===== src/rtl/multicycle_controller_pkg.sv =====
// ============================================================================
// Module  : multicycle_controller_pkg
// Brief   : Shared encodings for the multicycle MIPS controller: state codes,
//           opcode/funct constants, datapath select encodings and the
//           instruction classifier used by both decode and next-state logic.
// Revision: 1.0 - initial release
// ============================================================================
`default_nettype none

package multicycle_controller_pkg;

  // FSM state encoding, exposed on the debug state port
  typedef enum logic [3:0] {
    S_FETCH    = 4'd0,
    S_DECODE   = 4'd1,
    S_EXEC_R   = 4'd2,
    S_EXEC_I   = 4'd3,
    S_MEM_ADDR = 4'd4,
    S_MEM_RD   = 4'd5,
    S_MEM_WR   = 4'd6,
    S_WB_R     = 4'd7,
    S_WB_I     = 4'd8,
    S_WB_LW    = 4'd9,
    S_BRANCH   = 4'd10,
    S_JUMP     = 4'd11,
    S_HALT     = 4'd15
  } state_t;

  // Opcodes
  localparam logic [5:0] OP_RTYPE = 6'b000000;
  localparam logic [5:0] OP_ADDI  = 6'b001000;
  localparam logic [5:0] OP_ANDI  = 6'b001100;
  localparam logic [5:0] OP_ORI   = 6'b001101;
  localparam logic [5:0] OP_LW    = 6'b100011;
  localparam logic [5:0] OP_SW    = 6'b101011;
  localparam logic [5:0] OP_BEQ   = 6'b000100;
  localparam logic [5:0] OP_BNE   = 6'b000101;
  localparam logic [5:0] OP_J     = 6'b000010;
  localparam logic [5:0] OP_JAL   = 6'b000011;

  // R-type funct codes
  localparam logic [5:0] FN_ADD     = 6'b100000;
  localparam logic [5:0] FN_SUB     = 6'b100010;
  localparam logic [5:0] FN_AND     = 6'b100100;
  localparam logic [5:0] FN_OR      = 6'b100101;
  localparam logic [5:0] FN_SYSCALL = 6'b001100;

  // Datapath select encodings
  localparam logic [1:0] ALUC_ADD     = 2'b00;
  localparam logic [1:0] ALUC_SUB     = 2'b01;
  localparam logic [1:0] ALUC_AND     = 2'b10;
  localparam logic [1:0] ALUC_OR      = 2'b11;
  localparam logic [1:0] PCSRC_PC4    = 2'b00;
  localparam logic [1:0] PCSRC_ALU    = 2'b01;
  localparam logic [1:0] PCSRC_BRANCH = 2'b10;
  localparam logic [1:0] PCSRC_JUMP   = 2'b11;
  localparam logic [1:0] REG2REG_MEM  = 2'b00;
  localparam logic [1:0] REG2REG_ALU  = 2'b01;
  localparam logic [1:0] REG2REG_PC4  = 2'b10;
  localparam logic [1:0] REGRT_RD     = 2'b00;
  localparam logic [1:0] REGRT_RT     = 2'b01;
  localparam logic [1:0] REGRT_R31    = 2'b10;

  // Coarse instruction class driving the DECODE dispatch
  typedef enum logic [2:0] {
    CLS_R       = 3'd0,
    CLS_IMM     = 3'd1,
    CLS_LW      = 3'd2,
    CLS_SW      = 3'd3,
    CLS_BRANCH  = 3'd4,
    CLS_JUMP    = 3'd5,
    CLS_SYSCALL = 3'd6,
    CLS_ILLEGAL = 3'd7
  } instr_class_t;

  function automatic instr_class_t classify(input logic [5:0] op, input logic [5:0] fn);
    instr_class_t cls;
    cls = CLS_ILLEGAL;
    case (op)
      OP_RTYPE: begin
        case (fn)
          FN_ADD, FN_SUB, FN_AND, FN_OR: cls = CLS_R;
          FN_SYSCALL:                    cls = CLS_SYSCALL;
          default:                       cls = CLS_ILLEGAL;
        endcase
      end
      OP_ADDI, OP_ANDI, OP_ORI: cls = CLS_IMM;
      OP_LW:                    cls = CLS_LW;
      OP_SW:                    cls = CLS_SW;
      OP_BEQ, OP_BNE:           cls = CLS_BRANCH;
      OP_J, OP_JAL:             cls = CLS_JUMP;
      default:                  cls = CLS_ILLEGAL;
    endcase
    return cls;
  endfunction

  // ALU operation for arithmetic instructions (R-type by funct, I-type by opcode)
  function automatic logic [1:0] alu_ctl(input logic [5:0] op, input logic [5:0] fn);
    logic [1:0] c;
    c = ALUC_ADD;
    if (op == OP_RTYPE) begin
      case (fn)
        FN_SUB:  c = ALUC_SUB;
        FN_AND:  c = ALUC_AND;
        FN_OR:   c = ALUC_OR;
        default: c = ALUC_ADD;
      endcase
    end else if (op == OP_ANDI) begin
      c = ALUC_AND;
    end else if (op == OP_ORI) begin
      c = ALUC_OR;
    end
    return c;
  endfunction

endpackage

`default_nettype wire


===== src/rtl/multicycle_controller_output_decode.sv =====
// ============================================================================
// Module  : mc_output_decode
// Brief   : Moore control-word decode for the multicycle controller. Maps the
//           current state plus latched opcode/funct, ALU zero and memory
//           ready onto datapath enables and mux selects.
// Revision: 1.0 - initial release
// ============================================================================
`default_nettype none

module mc_output_decode
  import multicycle_controller_pkg::*;
(
  input  state_t      state,
  input  logic [5:0]  opcode,
  input  logic [5:0]  funct,
  input  logic        zero,
  input  logic        mem_ready,
  output logic        mem_req,
  output logic        mem_write,
  output logic        ir_write,
  output logic        pc_write,
  output logic        reg_write,
  output logic [1:0]  regrt,
  output logic [1:0]  reg2reg,
  output logic        se,
  output logic        aluqb,
  output logic [1:0]  aluc,
  output logic [1:0]  pcsrc
);

  // Per-state control word; everything defaults to inactive / select 0
  always_comb begin
    mem_req   = 1'b0;
    mem_write = 1'b0;
    ir_write  = 1'b0;
    pc_write  = 1'b0;
    reg_write = 1'b0;
    regrt     = REGRT_RD;
    reg2reg   = REG2REG_MEM;
    se        = 1'b0;
    aluqb     = 1'b0;
    aluc      = ALUC_ADD;
    pcsrc     = PCSRC_PC4;
    case (state)
      S_FETCH: begin
        mem_req  = 1'b1;
        ir_write = mem_ready;
        pc_write = mem_ready;
        pcsrc    = PCSRC_PC4;
      end
      S_EXEC_R: begin
        aluqb = 1'b1;
        aluc  = alu_ctl(opcode, funct);
      end
      S_WB_R: begin
        reg_write = 1'b1;
        regrt     = REGRT_RD;
        reg2reg   = REG2REG_ALU;
        aluqb     = 1'b1;
        aluc      = alu_ctl(opcode, funct);
      end
      S_EXEC_I: begin
        aluc = alu_ctl(opcode, funct);
        se   = (opcode == OP_ADDI);
      end
      S_WB_I: begin
        reg_write = 1'b1;
        regrt     = REGRT_RT;
        reg2reg   = REG2REG_ALU;
      end
      S_MEM_ADDR: begin
        se   = 1'b1;
        aluc = ALUC_ADD;
      end
      S_MEM_RD: begin
        mem_req = 1'b1;
      end
      S_WB_LW: begin
        reg_write = 1'b1;
        regrt     = REGRT_RT;
        reg2reg   = REG2REG_MEM;
      end
      S_MEM_WR: begin
        mem_req   = 1'b1;
        mem_write = mem_ready;
      end
      S_BRANCH: begin
        aluqb    = 1'b1;
        aluc     = ALUC_SUB;
        se       = 1'b1;
        pcsrc    = PCSRC_BRANCH;
        pc_write = ((opcode == OP_BEQ) && zero) || ((opcode == OP_BNE) && !zero);
      end
      S_JUMP: begin
        pc_write = 1'b1;
        pcsrc    = PCSRC_JUMP;
        if (opcode == OP_JAL) begin
          reg_write = 1'b1;
          regrt     = REGRT_R31;
          reg2reg   = REG2REG_PC4;
        end
      end
      default: begin
        // DECODE and HALT drive nothing
      end
    endcase
  end

endmodule

`default_nettype wire


===== src/rtl/multicycle_controller.sv =====
// ============================================================================
// Module  : multicycle_controller
// Brief   : Moore FSM sequencing a shared-resource multicycle MIPS datapath.
//           Holds state, the opcode/funct latch, sticky halt/illegal flags and
//           cycle/instruction performance counters.
// Revision: 1.0 - initial release
// ============================================================================
`default_nettype none

module multicycle_controller
  import multicycle_controller_pkg::*;
#(
  parameter int CNT_W = 32
) (
  input  logic             clock,
  input  logic             reset,
  input  logic [5:0]       opcode,
  input  logic [5:0]       funct,
  input  logic             zero,
  input  logic             mem_ready,
  output logic             mem_req,
  output logic             mem_write,
  output logic             ir_write,
  output logic             pc_write,
  output logic             reg_write,
  output logic [1:0]       regrt,
  output logic [1:0]       reg2reg,
  output logic             se,
  output logic             aluqb,
  output logic [1:0]       aluc,
  output logic [1:0]       pcsrc,
  output logic [3:0]       state,
  output logic             halted,
  output logic             illegal,
  output logic [CNT_W-1:0] cycle_count,
  output logic [CNT_W-1:0] instr_count
);

  state_t       cur_state;
  state_t       next_state;
  logic [5:0]   op_q;
  logic [5:0]   fn_q;
  instr_class_t cls;

  logic raw_mem_req;
  logic raw_mem_write;
  logic raw_ir_write;
  logic raw_pc_write;
  logic raw_reg_write;

  assign cls   = classify(op_q, fn_q);
  assign state = cur_state;

  mc_output_decode u_decode (
    .state     (cur_state),
    .opcode    (op_q),
    .funct     (fn_q),
    .zero      (zero),
    .mem_ready (mem_ready),
    .mem_req   (raw_mem_req),
    .mem_write (raw_mem_write),
    .ir_write  (raw_ir_write),
    .pc_write  (raw_pc_write),
    .reg_write (raw_reg_write),
    .regrt     (regrt),
    .reg2reg   (reg2reg),
    .se        (se),
    .aluqb     (aluqb),
    .aluc      (aluc),
    .pcsrc     (pcsrc)
  );

  // Reset is asynchronous, so the FETCH state seen during reset must not leak
  // a memory request or any write strobe onto the datapath.
  assign mem_req   = raw_mem_req   & reset;
  assign mem_write = raw_mem_write & reset;
  assign ir_write  = raw_ir_write  & reset;
  assign pc_write  = raw_pc_write  & reset;
  assign reg_write = raw_reg_write & reset;

  // State register
  always_ff @(posedge clock or negedge reset) begin
    if (!reset) cur_state <= S_FETCH;
    else        cur_state <= next_state;
  end

  // Next-state sequencing; memory states stall until mem_ready
  always_comb begin
    next_state = cur_state;
    case (cur_state)
      S_FETCH:    if (mem_ready) next_state = S_DECODE;
      S_DECODE: begin
        case (cls)
          CLS_R:          next_state = S_EXEC_R;
          CLS_IMM:        next_state = S_EXEC_I;
          CLS_LW, CLS_SW: next_state = S_MEM_ADDR;
          CLS_BRANCH:     next_state = S_BRANCH;
          CLS_JUMP:       next_state = S_JUMP;
          default:        next_state = S_HALT;
        endcase
      end
      S_EXEC_R:   next_state = S_WB_R;
      S_EXEC_I:   next_state = S_WB_I;
      S_MEM_ADDR: next_state = (cls == CLS_LW) ? S_MEM_RD : S_MEM_WR;
      S_MEM_RD:   if (mem_ready) next_state = S_WB_LW;
      S_MEM_WR:   if (mem_ready) next_state = S_FETCH;
      S_WB_R, S_WB_I, S_WB_LW, S_BRANCH, S_JUMP: next_state = S_FETCH;
      S_HALT:     next_state = S_HALT;
      default:    next_state = S_FETCH;
    endcase
  end

  // Opcode/funct latch captured with the instruction register
  always_ff @(posedge clock or negedge reset) begin
    if (!reset) begin
      op_q <= 6'd0;
      fn_q <= 6'd0;
    end else if (raw_ir_write) begin
      op_q <= opcode;
      fn_q <= funct;
    end
  end

  // Sticky halt and illegal-instruction flags
  always_ff @(posedge clock or negedge reset) begin
    if (!reset) begin
      halted  <= 1'b0;
      illegal <= 1'b0;
    end else begin
      if (next_state == S_HALT) halted <= 1'b1;
      if ((cur_state == S_DECODE) && (cls == CLS_ILLEGAL)) illegal <= 1'b1;
    end
  end

  // Performance counters: cycles while running, retirements on return to FETCH
  always_ff @(posedge clock or negedge reset) begin
    if (!reset) begin
      cycle_count <= '0;
      instr_count <= '0;
    end else begin
      if (cur_state != S_HALT) cycle_count <= cycle_count + 1'b1;
      if ((cur_state != S_FETCH) && (next_state == S_FETCH)) instr_count <= instr_count + 1'b1;
    end
  end

endmodule

`default_nettype wire

===== config.mk =====
export PLATFORM = sky130hd
export DESIGN_NAME = multicycle_controller
export DESIGN_NICKNAME = d
export VERILOG_FILES = /design/src/rtl/multicycle_controller_pkg.sv /design/src/rtl/multicycle_controller_output_decode.sv /design/src/rtl/multicycle_controller.sv
export SDC_FILE = /design/constraint.sdc
export NUM_CORES = 1
export LEC_CHECK = 0
export CAP_MARGIN = 20
export CORE_MARGIN = 3
export CORE_UTILIZATION = 38
export DETAILED_ROUTE_END_ITERATION = 16
export PLACE_DENSITY_LB_ADDON = 0.15
export SETUP_SLACK_MARGIN = 0.1
export SKIP_CTS_REPAIR_TIMING = 1
export SYNTH_ARGS = -nofsm -noshare
export SYNTH_HDL_FRONTEND = slang
export SYNTH_SLANG_ARGS = --single-unit

===== constraint.sdc =====
create_clock -name clock -period 4.4 [get_ports clock]
set_input_delay 0.88 -clock clock [delete_from_list [all_inputs] [get_ports clock]]
set_output_delay 0.88 -clock clock [all_outputs]
set_load 0.02 [all_outputs]

==> impl_metrics.ini <==
[detailed_routing]
totalWireLength_um = 10420
wl_per_cell_um = 15.72
viasPerCell = 5.391
ant_nets = 0
drc = 0
firstDrtPassIters = 4
drt_first_iter_violations = 179
vias = 3574

[worst_setup_path]
crit_arrival_ns = 2.70
path_cells = nand2b_1 -> or2_2 -> inv_1 -> a21oi_1 -> o21ai_0 -> clkdlybuf4s50_1
crit_type = reg -> out
start_kind = register
crit_fanout = 23
cp.required_ns = 3.52
max_stage_delay_ns = 0.82
slowest_stage = dfrtp_1
end_kind = output port

[floorplanning]
pin_count = 101
floorplan.initialDensity_pct = 39.32
rows = 38
die_area_sq_um = 12630
die_y_um = 112.4
coreArea_sq_um = 10940
chipWidth_um = 112.4

[logic_synthesis]
synth_largest_area_cell = dfrtp_1
synth_ff_type = dfrtp_1
synth_area_leaders = dfrtp_1, xor2_1, xnor2_1, nor3_1, nand2_1
netlist.area_leader.share_pct = 47.72
async_flop_share_pct = 100.0
seq_area_frac_synth_pct = 47.72
synth_cell_type_count = 55
synthesis.nets = 438
syn_inst = 420
synth-edff-count = 0
yosys_warnings = 0
ys_ff_latch = 82
synth.avg_cell_area_sq_um = 10.24
syn_area_sq_um = 4300

[timing]
setup_tns_ns = 0
rsz0062_at_grt = no
worst_slew_pin_slew_ns = 0.9033
drv_slew = 0
hold_viol = 0
fin_crit_sh_pct = 81.34
whs_ns = 0.3989
maxSlewHeadroom_pct = 39.78
fmax_mhz = 279.4
finClkSkew_ns = 0.006193
layout_setup_ws_ns = 0.8210
min_period_ns = 3.579
setup_viol = 0

[placement]
globalplace.congestion = 0.8345
place_inst = 647
dp_hpwl_um = 7372
dp_slack_ns = 0.8595
port_buffers = 100

[clock_tree]
cts_tree = built
htreeDepth = 3
cts_buffer_depth = 2
clk_pin_slew_ns = 0.06
cts_sinks = 82
clk_latency_ns = 0.33
cts_root_buf = clkbuf_16
numCtsBuffers = 9

[outcome]
status = complete, no violations

[cells_and_area]
drive_above_1_share_pct = 10.33
n_antenna_cell = 0
final_cell_mix = clkdlybuf4s50_1, dfrtp_1, nand2_1
area_growth_pct = 33.78
layout_commonest_cell = clkdlybuf4s50_1
nFillCells = 1036
fin_cells = 663
fin_nets = 536

[global_route]
grt_pass1_wl_um = 17710
grt-ovfl-total = 0
grt_max_degree = 73
grt_pass1_vias = 3528
globalRouteTotalUtil_pct = 17.04
antenna_found_initial = 0

[power]
peakVddDrop_mv = 0.2177
p_leak_nw = 2.521
powerDensity_nw_per_um2 = 279.9
p_total_mw = 1.610

[worst_hold_path]
hp-class = in -> async

[run]
drv_cap = 0
## cells by family (layout without fill, tap and decap cells)
group | count (synthesis) | after routing | synth area share, %
AND/OR/NAND/NOR | 193 | 193 | 25.84
flip-flops | 82 | 82 | 47.72
XOR/XNOR | 66 | 66 | 13.44
AO/OA/AOI/OAI | 32 | 32 | 5.674
buffers and inverters | 31 | 134 | 2.997
multiplexers | 14 | 14 | 3.753
adder cells (fa/ha/maj) | 2 | 2 | 0.5818
## path summary, 6_finish.rpt
| kind | depth (start not counted) | slack (ns) | start | end |
|---|---|---|---|---|
| setup / recovery | 6 | 0.82 | state[3] | se |
| hold / removal | 1 | 0.40 | reset | op_q[1] |
| hold reg to reg | 2 | 0.47 | halted | halted |
| min in group clock | 2 | 0.47 | halted | halted |
| setup reg to reg | 6 | 1.65 | state[2] | instr_count[1] |
| max in group asynchronous | 2 | 2.86 | reset | instr_count[17] |
## cell type report
class	instances	area, sq um	area share (%)
clock buffer	10	239.0	4.154
clock inverter	6	90.09	1.566
inverter	15	56.30	0.9787
multi-input combinational	307	2120	36.84
sequential	82	2052	35.67
tap	140	175.2	3.045
timing repair buffer	103	1021	17.75
## routing by layer
metal  global-route usage, %  share of wire (%)  wire, um  vias up
met5                       0                  0         0        -
met4                   6.010                1.6       169        0
met3                   3.019                4.5       469       15
met2                   26.66                 47      4922       96
met1                   23.93                 47      4863     1775
li1                        -                  -         -     1688
## power breakdown
| part | switching, mW | internal [mW] | leakage (nW) |
|---|---|---|---|
| combinational | 0.0184 | 0.0125 | 1.27 |
| clock | 0.312 | 0.514 | 0.159 |
| sequential | 0 | 0.754 | 1.09 |
| total | 0.330 | 1.28 | 2.52 |
## synthesized netlist by cell type (7+ instances only)
cell,instances
mux2_2,12
and4_1,7
nand3_1,28
nor4_2,9
buf_2,10
nand2_1,38
nand4_1,15
nor3_1,29
xnor2_1,29
dfrtp_1,82
inv_1,15
xor2_1,37
nor2_1,24
and3_1,9
## through the flow
stage,utilization (%),instance area [sq um]
3_3_place_gp,49.60,5424
3_5_place_dp,49.60,5424
4_1_cts,52.61,5753
5_1_grt,52.61,5753
6_report,52.61,5753
2_1_floorplan,-,4300
## registers in the layout (all words and copies together) (netlist names)
name / cells
state: 4
halted: 1
op_q: 6
cycle_count: 32
illegal: 1
instr_count: 32
fn_q: 6
## critical path, delay by kind of cell (launching register included)
kind / cells / cell delay, ns
DFF: 1 / 0.82
buffers and inverters: 2 / 0.71
and+or+nand+nor: 2 / 0.61
AOI/OAI and AO/OA: 2 / 0.22
Power figures use the tool's default switching activity.
